`src/rtl/alu_arb_pkg.sv`:
```
// ----------------------------------------------------------------------------
// alu_arb_pkg
// Shared types and constants for the two-port ALU arbiter.
//   state_e      : IDLE -> EXEC -> RESP sequencer states
//   FUN_*        : ALUFun codes understood by the shared combinational ALU
//   port_onehot  : converts a 1-bit port index into a 2-bit one-hot mask
// Optional feature macro used by files importing this package: ALU_ARB_LOCK_EN
// ----------------------------------------------------------------------------
package alu_arb_pkg;

  typedef enum logic [1:0] {
    ST_IDLE = 2'd0,
    ST_EXEC = 2'd1,
    ST_RESP = 2'd2
  } state_e;

  localparam logic [5:0] FUN_ADD = 6'b000000;
  localparam logic [5:0] FUN_SUB = 6'b000001;
  localparam logic [5:0] FUN_AND = 6'b011000;
  localparam logic [5:0] FUN_OR  = 6'b011110;
  localparam logic [5:0] FUN_XOR = 6'b010110;
  localparam logic [5:0] FUN_NOR = 6'b010001;
  localparam logic [5:0] FUN_SLL = 6'b100000;
  localparam logic [5:0] FUN_SRL = 6'b100001;
  localparam logic [5:0] FUN_SRA = 6'b100011;
  localparam logic [5:0] FUN_EQ  = 6'b110011;
  localparam logic [5:0] FUN_LT  = 6'b110101;

  function automatic logic [1:0] port_onehot(input logic idx);
    return idx ? 2'b10 : 2'b01;
  endfunction

endpackage

```
`src/rtl/alu_arb_rr_arb2.sv`:
```
// ----------------------------------------------------------------------------
// rr_arb2
// Two-requester grant logic with a round-robin pointer.
//   FAIR_RR=1 : on contention the pointer port wins; pointer moves to the
//               port that was not granted after every accept.
//   FAIR_RR=0 : on contention port 0 wins.
//   A lone requester always wins.
// With ALU_ARB_LOCK_EN defined, a lock on an accepted request makes the same
// port win the next contention and leaves the pointer where it was.
// Ports:
//   clk, rst_n       clock, asynchronous active-low reset
//   i_req[1:0]       requests eligible for arbitration this cycle
//   i_accept         the current grant is being accepted at this edge
//   i_lock           lock flag of the accepted request (ALU_ARB_LOCK_EN only)
//   o_grant_valid    at least one eligible request
//   o_grant_idx      winning port index
// ----------------------------------------------------------------------------
module rr_arb2 #(
  parameter int FAIR_RR = 1
) (
  input  logic       clk,
  input  logic       rst_n,
  input  logic [1:0] i_req,
  input  logic       i_accept,
`ifdef ALU_ARB_LOCK_EN
  input  logic       i_lock,
`endif
  output logic       o_grant_valid,
  output logic       o_grant_idx
);

  logic r_ptr;
  logic w_pref;
`ifdef ALU_ARB_LOCK_EN
  logic r_lock_valid;
  logic r_lock_idx;
`endif

  // NOTE: every output of a combinational block is given a default first so
  // no path through the block leaves a value unassigned (no latch inferred).
  always_comb begin
    w_pref        = (FAIR_RR != 0) ? r_ptr : 1'b0;
`ifdef ALU_ARB_LOCK_EN
    if (r_lock_valid) w_pref = r_lock_idx;
`endif
    o_grant_valid = |i_req;
    o_grant_idx   = 1'b0;
    case (i_req)
      2'b01:   o_grant_idx = 1'b0;
      2'b10:   o_grant_idx = 1'b1;
      2'b11:   o_grant_idx = w_pref;
      default: o_grant_idx = 1'b0;
    endcase
  end

  // NOTE: state registers use non-blocking assignments so every flop samples
  // the pre-edge values, independent of statement order.
  always_ff @(posedge clk or negedge rst_n) begin
    if (!rst_n) begin
      r_ptr        <= 1'b0;
`ifdef ALU_ARB_LOCK_EN
      r_lock_valid <= 1'b0;
      r_lock_idx   <= 1'b0;
`endif
    end else if (i_accept) begin
`ifdef ALU_ARB_LOCK_EN
      // A lock lasts for exactly one following arbitration.
      r_lock_valid <= i_lock;
      if (i_lock) r_lock_idx <= o_grant_idx;
      else        r_ptr      <= ~o_grant_idx;
`else
      r_ptr <= ~o_grant_idx;
`endif
    end
  end

endmodule

```
`src/rtl/alu_arb.sv`:
```
// ----------------------------------------------------------------------------
// alu_arb
// Shares one external combinational ALU between two request/response ports.
// Each operation runs IDLE (accept) -> EXEC (ALU driven, result captured)
// -> RESP (result held until the granted port takes it) -> IDLE.
// Parameter:
//   FAIR_RR   1 = round-robin between ports, 0 = fixed priority (port 0)
// Ports:
//   clk, rst_n                 clock, asynchronous active-low reset
//   req_valid/req_ready[1:0]   per-port request handshake
//   req_a/req_b[63:0]          per-port operands, port p at [p*32 +: 32]
//   req_fun[11:0]              per-port ALUFun, port p at [p*6 +: 6]
//   req_sign[1:0]              per-port signed flag
//   req_lock[1:0]              per-port lock (only with ALU_ARB_LOCK_EN)
//   alu_a/alu_b/alu_fun/alu_sign  operands to the shared ALU
//   alu_s                      ALU result
//   rsp_valid/rsp_ready[1:0]   per-port response handshake
//   rsp_data                   result, shared by both ports
// Optional feature macro: ALU_ARB_LOCK_EN
// ----------------------------------------------------------------------------
module alu_arb
  import alu_arb_pkg::*;
#(
  parameter int FAIR_RR = 1
) (
  input  logic        clk,
  input  logic        rst_n,
  input  logic [1:0]  req_valid,
  output logic [1:0]  req_ready,
  input  logic [63:0] req_a,
  input  logic [63:0] req_b,
  input  logic [11:0] req_fun,
  input  logic [1:0]  req_sign,
`ifdef ALU_ARB_LOCK_EN
  input  logic [1:0]  req_lock,
`endif
  output logic [31:0] alu_a,
  output logic [31:0] alu_b,
  output logic [5:0]  alu_fun,
  output logic        alu_sign,
  input  logic [31:0] alu_s,
  output logic [1:0]  rsp_valid,
  input  logic [1:0]  rsp_ready,
  output logic [31:0] rsp_data
);

  state_e      r_state;
  state_e      w_state_next;
  logic        r_grant;
  logic [31:0] r_a;
  logic [31:0] r_b;
  logic [5:0]  r_fun;
  logic        r_sign;
  logic [31:0] r_rsp_data;

  logic [1:0]  w_arb_req;
  logic        w_grant_valid;
  logic        w_grant_idx;
  logic        w_accept;

  // Only IDLE arbitrates; requests in EXEC/RESP are invisible to the arbiter.
  assign w_arb_req = (r_state == ST_IDLE) ? req_valid : 2'b00;
  // The granted port always has req_valid set, so a grant in IDLE is an accept.
  assign w_accept  = w_grant_valid;

  rr_arb2 #(
    .FAIR_RR (FAIR_RR)
  ) u_arb (
    .clk           (clk),
    .rst_n         (rst_n),
    .i_req         (w_arb_req),
    .i_accept      (w_accept),
`ifdef ALU_ARB_LOCK_EN
    .i_lock        (req_lock[w_grant_idx]),
`endif
    .o_grant_valid (w_grant_valid),
    .o_grant_idx   (w_grant_idx)
  );

  always_ff @(posedge clk or negedge rst_n) begin
    if (!rst_n) r_state <= ST_IDLE;
    else        r_state <= w_state_next;
  end

  always_comb begin
    w_state_next = r_state;
    req_ready    = 2'b00;
    rsp_valid    = 2'b00;
    case (r_state)
      ST_IDLE: begin
        // rst_n gating keeps req_ready low for the whole reset pulse.
        if (rst_n && w_grant_valid) begin
          req_ready    = port_onehot(w_grant_idx);
          w_state_next = ST_EXEC;
        end
      end
      ST_EXEC: w_state_next = ST_RESP;
      ST_RESP: begin
        rsp_valid = port_onehot(r_grant);
        // Only the granted port's rsp_ready completes the response.
        if (rsp_ready[r_grant]) w_state_next = ST_IDLE;
      end
      default: w_state_next = ST_IDLE;
    endcase
  end

  // NOTE: the datapath registers are reset as well, because alu_* and
  // rsp_data must read zero while rst_n is low.
  always_ff @(posedge clk or negedge rst_n) begin
    if (!rst_n) begin
      r_grant    <= 1'b0;
      r_a        <= '0;
      r_b        <= '0;
      r_fun      <= '0;
      r_sign     <= 1'b0;
      r_rsp_data <= '0;
    end else begin
      if (w_accept) begin
        r_grant <= w_grant_idx;
        r_a     <= w_grant_idx ? req_a[63:32]  : req_a[31:0];
        r_b     <= w_grant_idx ? req_b[63:32]  : req_b[31:0];
        r_fun   <= w_grant_idx ? req_fun[11:6] : req_fun[5:0];
        r_sign  <= req_sign[w_grant_idx];
      end
      if (r_state == ST_EXEC) r_rsp_data <= alu_s;
    end
  end

  // ALU inputs simply hold the last accepted operation outside EXEC.
  assign alu_a    = r_a;
  assign alu_b    = r_b;
  assign alu_fun  = r_fun;
  assign alu_sign = r_sign;
  assign rsp_data = r_rsp_data;

endmodule

```
`config.mk`:
```
export PLATFORM = sky130hd
export DESIGN_NAME = alu_arb
export DESIGN_NICKNAME = d
export VERILOG_FILES = /design/src/rtl/alu_arb_pkg.sv /design/src/rtl/alu_arb_rr_arb2.sv /design/src/rtl/alu_arb.sv
export SDC_FILE = /design/constraint.sdc
export NUM_CORES = 1
export LEC_CHECK = 0
export BUFFER_PORTS_ARGS = -buffer_cell sky130_fd_sc_hd__buf_2
export CORE_AREA = 4 4 109 111
export DETAILED_ROUTE_END_ITERATION = 6
export DIE_AREA = 0 0 113 115
export HOLD_SLACK_MARGIN = 0.15
export PLACE_DENSITY = 0.79
export SYNTH_ARGS = -nofsm -noshare
export SYNTH_HDL_FRONTEND = slang
export SYNTH_SLANG_ARGS = --single-unit
```
`constraint.sdc`:
```
create_clock -name clk -period 2.7 [get_ports clk]
set_clock_uncertainty 0.1 [all_clocks]
set_input_delay 0.27 -clock clk [delete_from_list [all_inputs] [get_ports clk]]
set_output_delay 0.27 -clock clk [all_outputs]
set_load 0.01 [all_outputs]
```
==> results of run 1 <==
-- per-stage QoR --
step	instance area, sq um	std cells	hold WS [ns]	util
2_1_floorplan	4630	336	-0.126	-
3_3_place_gp	6110	737	0.328	0.566
3_5_place_dp	6110	737	0.331	0.566
-- synth_stat cells, drive strengths merged --
library cell	instances
a211oi	2
a221o	71
and2	1
and3	1
buf	25
clkbuf	9
dfrtp	107
inv	4
mux2	33
nand2b	2
nor2	4
nor4b	1
o21a	71
o21ai	2
o21bai	1
o22ai	1
or2	1
-- kinds of logic after synthesis --
logic type / share of synthesized area
flip-flops: 0.579
AO/OA/AOI/OAI: 0.281
buffers and inverters: 0.0484
AND/OR/NAND/NOR: 0.0119
multiplexers: 0.0803
==> results.yml, run 1 <==
outcome:
  run_status: "stopped before the end"
  lastStage: "clock tree synthesis"
  stop_error: "[ERROR RSZ-0060] Max buffer count reached."
clock_network:
  ctsResizeCount: 0
  htreeDepth: 3
  cts_setup_buffers: 0
  ctsLongestPathBuffers: 2
  cts-root-buf: "clkbuf_8"
  cts_buffers: 9
  holdBufCountCts: 151
  clkSinkCount: 107
logic_synthesis:
  yosys_warnings: 0
  postSynthCellCount: 336
  syn-num-nets: 516
  yosys-top-cells-area: "dfrtp_1 (58%), a221o_1 (15%), o21a_1 (12%), mux2_2 (8.0%), buf_6 (1.9%)"
  synthDistinctLibCells: 19
  ys_ff_latch: 107
  yosys.area.top_type: "dfrtp_1"
  yosysSeqAreaShare: 0.579
  synthesis.area_sq_um: 4630
  synth_top_area_share: 0.579
  syn_avg_cell_area_sq_um: 13.8
placement:
  portBuffers: 286
  gp_congestion: 0.860
  dp_hpwl_um: 10700
  dp_slack_ns: 0.537
floorplan:
  die_w_um: 113
  ios: 287
  start_util: 0.429
  row_count: 38
  die_h_um: 115
==> run 2: changes to the inputs <==
--- a/config.mk
+++ b/config.mk
@@ -6,11 +6,10 @@
 export NUM_CORES = 1
 export LEC_CHECK = 0
 export BUFFER_PORTS_ARGS = -buffer_cell sky130_fd_sc_hd__buf_2
-export CORE_AREA = 4 4 109 111
+export CORE_MARGIN = 4
+export CORE_UTILIZATION = 40
 export DETAILED_ROUTE_END_ITERATION = 6
-export DIE_AREA = 0 0 113 115
-export HOLD_SLACK_MARGIN = 0.15
-export PLACE_DENSITY = 0.79
+export PLACE_DENSITY_LB_ADDON = 0.15
 export SYNTH_ARGS = -nofsm -noshare
 export SYNTH_HDL_FRONTEND = slang
 export SYNTH_SLANG_ARGS = --single-unit
==> results.yml, run 2 <==
placement:
  gp_congestion: 0.765
  place_inst: 741
  portBuffers: 286
  dp_hpwl_um: 10600
finish:
  fill_cells: 992
  final_nets: 790
  mostFrequentLayoutCell: "buf_2"
  multi_input_area_sq_um: 1740
  drive_above_1_share: 0.566
  final_cell_mix: "buf_2 (285), dfrtp_1 (107), o21a_1 (71), a221o_1 (71), mux2_2 (33)"
  area_growth_pct: 38.9
  instances_no_fill: 758
  regArea_sq_um: 2680
  num_antenna_cells: 0
global_route:
  grt_max_degree: 91
  grt_pass1_vias: 4230
  grt_overflow: 0
  grt.total_usage: 0.210
  grt_pass1_wl_um: 21700
  antenna_found_initial: 0
floorplan:
  die_area_sq_um: 13400
  start_util: 0.407
  die_h_um: 116
  core_area_sq_um: 11400
  row_count: 39
  ios: 287
  die_w_um: 116
critical_path:
  cp_slowest_cell: "or2_2"
  cp-end-kind: "primary output"
  worstSetupPathType: "flip-flop to primary output"
  critPathMaxStageDelay_ns: 0.58
  cp.arrival_ns: 1.93
  critPathMaxFanout: 34
  crit_chain: "or2_2 > nor2_1 > and3_1 > buf_2"
  r2r_start: "r_state[1]$_DFFE_PN0P_"
  required_ns: 2.33
  worstSetupStartpoint: "r_state[1]$_DFFE_PN0P_"
  worst_setup_path_start_kind: "flip-flop"
logic_synthesis:
  synth_top_area_share: 0.579
  yosys-top-cells-area: "dfrtp_1 (58%), a221o_1 (15%), o21a_1 (12%), mux2_2 (8.0%), buf_6 (1.9%)"
  synth-edff-count: 0
  synthesis.area_sq_um: 4630
  syn-num-nets: 516
  synth_fa_ha_area_frac: 0
  async_flop_share: 1.00
  postSynthCellCount: 336
  yosys_warnings: 0
  yosysMostFrequentCell: "dfrtp_1"
  synth_commonest_cells: "dfrtp_1 (107), a221o_1 (71), o21a_1 (71)"
  synthMuxAreaShare: 0.0803
  synth_top_family_by_area: "compound AO/OA/AOI/OAI gates"
  synthDistinctLibCells: 19
  synth-compound-area-share: 0.281
  yosys.area.top_type: "dfrtp_1"
  yosysSeqAreaShare: 0.579
  synth-simple-area-share: 0.0119
  ys_ff_latch: 107
  syn_avg_cell_area_sq_um: 13.8
  synth_ff_type: "dfrtp_1"
  synth_xor_area_frac: 0
detailed_routing:
  drtPass1Iterations: 4
  drt_iter0_drc: 168
  route.detailed.drc: 0
  wire_per_inst_um: 19.0
  viasPerCell: 5.39
  dr_total_vias: 4088
  routed_wl_um: 14400
  ant_nets: 0
power_and_ir_drop:
  vdd_drop_max_mv: 0.552
  power.density_nw_per_um2: 1160
  leakage_uw: 0.00324
  power_uw: 7440
timing:
  fmax_ghz: 0.435
  tns_ns: 0
  period_minus_slack_ns: 2.30
  setup_viol: 0
  slew_headroom: 0.510
  drv_slew: 0
  hold_slack_ns: 0.0501
  timing.final.crit_share: 0.852
  finalHoldViolCount: 0
  rsz0062_at_grt: "false"
  worstMarginPinSlew_ns: 0.736
clock_network:
  ctsLongestPathBuffers: 2
  cts-root-buf: "clkbuf_16"
  clkSinkCount: 107
  htreeDepth: 3
  clk_pin_slew_ns: 0.07
  clk_latency_ns: 0.34
  cts_tree: "done"
  ctsResizeCount: 0
  cts_buffers: 9
worst_hold_path:
  hold_start: "req_a[3]"
  hp-class: "input port to flip-flop"
job:
  maxCapViolCount: 0
outcome:
  run_status: "finished, final reports clean"
## run 2: cell counts after synthesis
Identical to the previous run, type by type.
## run 2: per-layer routing
layer | part of all wire | vias up | track usage
met5 | 0 | - | 0
met4 | 0.015 | 0 | 0.0704
met3 | 0.093 | 20 | 0.0590
met2 | 0.51 | 193 | 0.370
met1 | 0.38 | 2012 | 0.246
li1 | - | 1863 | -
## run 2: path summary, 6_finish.rpt
kind | end | slack, ns | cells after the start
setup / recovery | req_ready[0] | 0.40 | 4
hold / removal | alu_a[3]$_DFFE_PN0N_ | 0.05 | 2
setup reg to reg | alu_b[14]$_DFFE_PN0N_ | 0.64 | 4
hold reg to reg | rsp_data[30]$_DFFE_PN0N_ | 0.40 | 1
max in group asynchronous | alu_sign$_DFFE_PN0N_ | 1.41 | 3
min in group asynchronous | alu_b[28]$_DFFE_PN0N_ | 0.29 | 2
## run 2: layout make-up
type,count,area share
clock buffers,10,0.0356
clock inverters,6,0.00662
inverters,4,0.00234
multi-input cells,191,0.271
flip-flops and latches,107,0.417
well taps,143,0.0278
repair buffers,297,0.240
## run 2: what timing repair did
action,CTS,global route
hold buffers,1,0
buffers inserted,0,0
endpoints found under the hold margin,17,0
## run 2: kinds of logic after synthesis
family          Yosys count
buf+inv                  38
compound gates          148
mux                      33
flops                   107
simple gates             10
## run 2: through the flow
step | setup WS, ns | utilization | cell area [sq um]
floorplan | 0.853 | - | 4630
global placement | 0.689 | 0.541 | 6150
detailed placement | 0.625 | 0.541 | 6150
CTS | 0.359 | 0.565 | 6430
global route | 0.252 | 0.565 | 6430
finish | 0.400 | 0.565 | 6430
## run 2: critical path: cells and delay by family, from the launching register on
family                 cells  cell delay, ns
and+or+nand+nor            3            1.07
DFF                        1            0.38
buffers and inverters      1            0.13
## run 2: power by group
part	internal (uW)	total, uW	switching (uW)
combinational	1700	3420	1720
sequential	2390	2800	410
clock	626	1210	587
total	4720	7440	2720
No activity file was read; power rests on OpenSTA's default activity.
